### config.mk
export PLATFORM = sky130hd
export DESIGN_NAME = occ_arbiter_flat
export DESIGN_NICKNAME = d
export VERILOG_FILES = /design/src/rtl/occ_arbiter_if.sv /design/src/rtl/occ_arbiter.sv /design/src/flat_wrapper.sv
export SDC_FILE = /design/constraint.sdc
export NUM_CORES = 1
export LEC_CHECK = 0
export BUFFER_PORTS_ARGS = -buffer_cell sky130_fd_sc_hd__buf_2
export CAP_MARGIN = 5
export CORE_ASPECT_RATIO = 1.1
export CORE_MARGIN = 5
export CORE_UTILIZATION = 45
export CTS_CLUSTER_DIAMETER = 30
export DETAILED_ROUTE_END_ITERATION = 8
export MAX_ROUTING_LAYER = met4
export PLACE_DENSITY = 0.92
export SETUP_SLACK_MARGIN = 0.4
export SYNTH_ARGS = -nofsm -noshare
export SYNTH_HDL_FRONTEND = slang
export SYNTH_SLANG_ARGS = --single-unit
### constraint.sdc
create_clock -name clk -period 6.6 [get_ports clk]
set_input_delay 0.33 -clock clk [delete_from_list [all_inputs] [get_ports clk]]
set_output_delay 0.33 -clock clk [all_outputs]
set_load 0.01 [all_outputs]
### src/rtl/occ_arbiter_if.sv
// Requester-side bus of the rom_Occ arbiter: flattened request/address inputs and
// shared grant/response outputs.
interface occ_arbiter_if #(
    parameter int unsigned N_REQ  = 4,
    parameter int unsigned ADDR_W = 8,
    parameter int unsigned DATA_W = 32
);
    logic [N_REQ-1:0]        req_i;
    logic [N_REQ*ADDR_W-1:0] addr1_i;
    logic [N_REQ*ADDR_W-1:0] addr2_i;
    logic [N_REQ-1:0]        gnt_o;
    logic [N_REQ-1:0]        rvalid_o;
    logic [DATA_W-1:0]       rdata1_o;
    logic [DATA_W-1:0]       rdata2_o;
    logic                    busy_o;

    modport master (
        output req_i, addr1_i, addr2_i,
        input  gnt_o, rvalid_o, rdata1_o, rdata2_o, busy_o
    );

    modport slave (
        input  req_i, addr1_i, addr2_i,
        output gnt_o, rvalid_o, rdata1_o, rdata2_o, busy_o
    );
endinterface

### src/rtl/occ_arbiter.sv
// Round-robin arbiter sharing one dual-port combinational rom_Occ among N_REQ requesters.
// Each access takes an ISSUE cycle (rom driven) followed by a RESP cycle (data returned).
module occ_arbiter #(
    parameter int unsigned N_REQ  = 4,
    parameter int unsigned ADDR_W = 8,
    parameter int unsigned DATA_W = 32
) (
    input  logic              clk,
    input  logic              rst,
    occ_arbiter_if.slave      bus,
    output logic              ce_rom_Occ_o,
    output logic [ADDR_W-1:0] addr1_rom_Occ_o,
    output logic [ADDR_W-1:0] addr2_rom_Occ_o,
    input  logic [DATA_W-1:0] data_1_i,
    input  logic [DATA_W-1:0] data_2_i
);
    localparam int unsigned IDX_W = $clog2(N_REQ);

    typedef enum logic [1:0] {StIdle, StIssue, StResp} state_e;

    state_e            state_q;
    logic [IDX_W-1:0]  rr_ptr_q;
    logic [IDX_W-1:0]  win_q;
    logic [ADDR_W-1:0] a1_q;
    logic [ADDR_W-1:0] a2_q;

    logic [IDX_W-1:0]  pick;
    logic              found;

    // Scan downward from the farthest offset so the nearest request to rr_ptr wins last.
    always_comb begin
        pick  = '0;
        found = 1'b0;
        for (int i = int'(N_REQ) - 1; i >= 0; i--) begin
            int               sum;
            logic [IDX_W-1:0] idx;
            sum = int'(rr_ptr_q) + i;
            if (sum >= int'(N_REQ)) sum = sum - int'(N_REQ);
            idx = sum[IDX_W-1:0];
            if (bus.req_i[idx]) begin
                pick  = idx;
                found = 1'b1;
            end
        end
    end

    always_ff @(posedge clk or posedge rst) begin
        if (rst) begin
            state_q      <= StIdle;
            rr_ptr_q     <= '0;
            win_q        <= '0;
            a1_q         <= '0;
            a2_q         <= '0;
            bus.gnt_o    <= '0;
            bus.rvalid_o <= '0;
            bus.rdata1_o <= '0;
            bus.rdata2_o <= '0;
        end else begin
            bus.gnt_o    <= '0;
            bus.rvalid_o <= '0;
            case (state_q)
                StIssue: begin
                    state_q      <= StResp;
                    bus.rvalid_o <= N_REQ'(1) << win_q;
                    bus.rdata1_o <= data_1_i;
                    bus.rdata2_o <= data_2_i;
                end
                default: begin
                    if (found) begin
                        state_q   <= StIssue;
                        win_q     <= pick;
                        a1_q      <= bus.addr1_i[pick*ADDR_W +: ADDR_W];
                        a2_q      <= bus.addr2_i[pick*ADDR_W +: ADDR_W];
                        rr_ptr_q  <= (pick == IDX_W'(N_REQ - 1)) ? '0 : pick + IDX_W'(1);
                        bus.gnt_o <= N_REQ'(1) << pick;
                    end else begin
                        state_q <= StIdle;
                    end
                end
            endcase
        end
    end

    // rom controls decode straight from the state register so reset clears them at once.
    assign ce_rom_Occ_o    = (state_q == StIssue);
    assign addr1_rom_Occ_o = (state_q == StIssue) ? a1_q : '0;
    assign addr2_rom_Occ_o = (state_q == StIssue) ? a2_q : '0;
    assign bus.busy_o      = (state_q != StIdle);

endmodule

### src/flat_wrapper.sv
// flat-port wrapper written by rule: the top's interface ports become plain ports
module occ_arbiter_flat 
#(
    parameter int unsigned N_REQ  = 4,
    parameter int unsigned ADDR_W = 8,
    parameter int unsigned DATA_W = 32
)
  (clk, rst, ce_rom_Occ_o, addr1_rom_Occ_o, addr2_rom_Occ_o, data_1_i, data_2_i, bus_req_i, bus_addr1_i, bus_addr2_i, bus_gnt_o, bus_rvalid_o, bus_rdata1_o, bus_rdata2_o, bus_busy_o);
  occ_arbiter_if #(.N_REQ(N_REQ), .ADDR_W(ADDR_W), .DATA_W(DATA_W)) bus_i ();
  input  logic clk;
  input  logic rst;
  output logic ce_rom_Occ_o;
  output logic [ADDR_W-1:0] addr1_rom_Occ_o;
  output logic [ADDR_W-1:0] addr2_rom_Occ_o;
  input  logic [DATA_W-1:0] data_1_i;
  input  logic [DATA_W-1:0] data_2_i;
  input wire logic [$bits(bus_i.req_i)-1:0] bus_req_i;
  input wire logic [$bits(bus_i.addr1_i)-1:0] bus_addr1_i;
  input wire logic [$bits(bus_i.addr2_i)-1:0] bus_addr2_i;
  output wire logic [$bits(bus_i.gnt_o)-1:0] bus_gnt_o;
  output wire logic [$bits(bus_i.rvalid_o)-1:0] bus_rvalid_o;
  output wire logic [$bits(bus_i.rdata1_o)-1:0] bus_rdata1_o;
  output wire logic [$bits(bus_i.rdata2_o)-1:0] bus_rdata2_o;
  output wire logic [$bits(bus_i.busy_o)-1:0] bus_busy_o;
  assign bus_i.req_i = bus_req_i;
  assign bus_i.addr1_i = bus_addr1_i;
  assign bus_i.addr2_i = bus_addr2_i;
  assign bus_gnt_o = bus_i.gnt_o;
  assign bus_rvalid_o = bus_i.rvalid_o;
  assign bus_rdata1_o = bus_i.rdata1_o;
  assign bus_rdata2_o = bus_i.rdata2_o;
  assign bus_busy_o = bus_i.busy_o;
  occ_arbiter #(.N_REQ(N_REQ), .ADDR_W(ADDR_W), .DATA_W(DATA_W)) u_core (.clk(clk), .rst(rst), .bus(bus_i), .ce_rom_Occ_o(ce_rom_Occ_o), .addr1_rom_Occ_o(addr1_rom_Occ_o), .addr2_rom_Occ_o(addr2_rom_Occ_o), .data_1_i(data_1_i), .data_2_i(data_2_i));
endmodule
==> results.ini <==
[critical_path]
crit_fanout = 84
crit_path_top_delay_cell = buf_4
start_kind = flop
crit_chain = nand2b_2 > inv_2 > buf_4 > and2_1 > buf_2
crit_type = flop to output port
cp_data_arrival_time_ns = 2.04
crit_path_max_incr_delay_ns = 0.57
setup.worst_path.end_class = output port
required_ns = 6.27

[pwr]
power_leakage_nw = 3.119
power_density_nw_per_um2 = 252.4
max-vdd-ir-drop_v = 0.0001752
power.total_w = 0.001399

[clocking]
cts_buffer_depth = 2
root_buffer = clkbuf_8
clk-insertion-delay-late_ns = 0.34
cts-buffers-inserted = 9
cts_tree = done
post-cts-setup-buffers = 0
path_clk_slew_ns = 0.09
cts.sinks = 94
cts_hold_buf = 0
cts_resized = 0
h-tree-depth = 3

[yosys]
synth_top_area_share_pct = 55.65
ys_seq_area_share_pct = 55.65
syn_avg_cell_area_sq_um = 9.070
synth_warnings = 0
synth.top_cells.by_area = dfrtp_1, nand2_1, mux2i_1, o311ai_1, a21boi_0
async_reset_ff_share_pct = 100.0
synth_seq_cells = 94
synth_cell_type_count = 32
synth_common_cells = nand2_1, dfrtp_1, clkbuf_1, and2_1
synth-edff-count = 0
synth_area_sq_um = 4227
yosysMostFrequentCell = nand2_1
syn_inst = 466
syn_nets = 601
synth_top_area_cell = dfrtp_1
synth_ff_type = dfrtp_1

[placed_design]
routabilityCongestion = 0.8625
io_buffers = 223
post-dp-hpwl_microns = 8665

[detailed_routing]
firstDrtPassIters = 4
drt-vias-per-instance = 4.974
drt_wl_total_microns = 11570
postRouteAntennaNets = 0
detail_route.wl_per_cell_microns = 14.58
drc_errors = 0
drt_iter0_drc = 116
via_count = 3944

[global_routing]
grt_pass1_vias = 4037
grt_usage_pct = 20.85
grt_antenna_before_repair = 0
grt_pass1_wl_microns = 18710
grt_max_degree = 95
grt_overflow = 0

[floorplanning]
core.rowCount = 37
die_h_microns = 111.6
core_sq_um = 9259
die_w_microns = 102.4
io_pins = 224
start_util_pct = 45.65
die_area_sq_um = 11430

[sta]
tightest_slew_ns = 0.7792
finalSetupTns_ns = 0
fin_crit_sh_pct = 35.96
period_minus_slack_ns = 2.373
setup_viol = 0
hold_viol = 0
max_freq_ghz = 0.4214
relSlewSlack_pct = 48.05
clock_skew_ns = 0.01049
report.final.slew_viol_count = 0
grt_setup_unrepaired = no

[finish]
area.growth.synth_to_final_pct = 31.08
fillers = 842
antenna_cells = 0
nNetsFinal = 807
drive_gt1_share_pct = 37.28

[job]
cap_violations = 0

[hold_path]
hp-class = input port to async pin

[run_status]
status = finished, final reports clean

==> worst max-delay path, delay by kind of cell, from the launching register on <==
family,cells,cell delay (ns)
buffers and inverters,3,0.77
and+or+nand+nor,2,0.48
DFF,1,0.38
==> power by group <==
part	total [W]	internal, W	leakage, nW	switching [W]
clock network	0.000325	0.000144	0.0889	0.000181
logic	0.000347	0.000155	1.91	0.000191
registers	0.000727	0.000668	1.12	0.0000591
total	0.00140	0.000967	3.12	0.000431
==> per-stage QoR <==
step	worst slack [ns]	cell area [sq um]	hold slack [ns]	util, %	instances
2_1_floorplan	3.821	4227	0.4354	-	466
5_1_grt	4.087	5540	0.1002	59.84	793
3_5_place_dp	4.414	5348	0.4568	57.76	777
4_1_cts	4.185	5513	0.1504	59.54	792
6_report	4.227	5540	0.05864	59.84	793
3_3_place_gp	4.520	5348	0.4517	57.76	777
==> state kept, by name (all words and copies together) (netlist names) <==
signal / cells
u_core.rr_ptr_q: 2
u_core.a2_q: 8
u_core.a1_q: 8
u_core.win_q: 2
u_core.bus.rdata2_o: 32
u_core.state_q: 2
u_core.bus.rdata1_o: 32
u_core.bus.gnt_o: 4
u_core.bus.rvalid_o: 4
==> kinds of logic (layout without fill, tap and decap cells) <==
group	Yosys count	count (layout)	synth area share, %
AOI/OAI and AO/OA	58	58	9.799
adders and majority gates	1	1	0.2960
buffers and inverters	36	246	4.203
DFF	94	94	55.65
muxes	17	17	4.026
and+or+nand+nor	260	260	26.02
==> final cells by class <==
type	instances	area (sq um)	area share, %
clock buffer	11	141.4	2.552
clock inverter	4	23.77	0.4291
inverter	5	21.27	0.3839
multi-input combinational	336	1697	30.62
tap	117	146.4	2.642
sequential	94	2352	42.46
timing repair buffer	226	1159	20.91
==> final timing paths <==
check	from	endpoint	slack (ns)	cells after the start
max	u_core.state_q[1]	addr1_rom_Occ_o[5]	4.23	5
min	rst	u_core.bus.rdata2_o[28]	0.06	2
max reg2reg	u_core.rr_ptr_q[1]	u_core.rr_ptr_q[1]	4.42	7
min reg2reg	u_core.bus.rdata2_o[4]	u_core.bus.rdata2_o[4]	0.48	2
max in group asynchronous	rst	u_core.a1_q[3]	5.90	3
min in group clk	data_2_i[18]	u_core.bus.rdata2_o[18]	0.17	3
==> routing by layer <==
metal | share of wire (%) | routed length [microns] | global-route usage (%)
met1 | 40 | 4580 | 25.54
met2 | 50 | 5726 | 33.90
met3 | 7.9 | 913 | 3.383
met4 | 3.0 | 344 | 8.836
met5 | 0 | 0 | -
==> cells in the final DEF (no fill, tap or decap), types with 3 or more instances in the layout <==
| cell | Yosys | routed |
|---|---|---|
| a21boi_0 | 17 | 17 |
| clkinv_2 | 0 | 3 |
| o311ai_1 | 16 | 16 |
| and3_1 | 16 | 16 |
| mux2i_1 | 17 | 17 |
| and2_1 | 18 | 18 |
| nand2_1 | 213 | 213 |
| o21ai_0 | 15 | 15 |
| dfrtp_1 | 94 | 94 |
| clkbuf_8 | 0 | 10 |
| a21oi_1 | 3 | 3 |
| buf_2 | 2 | 223 |
| nor3_1 | 3 | 3 |
No activity file was read; power rests on OpenSTA's default activity.
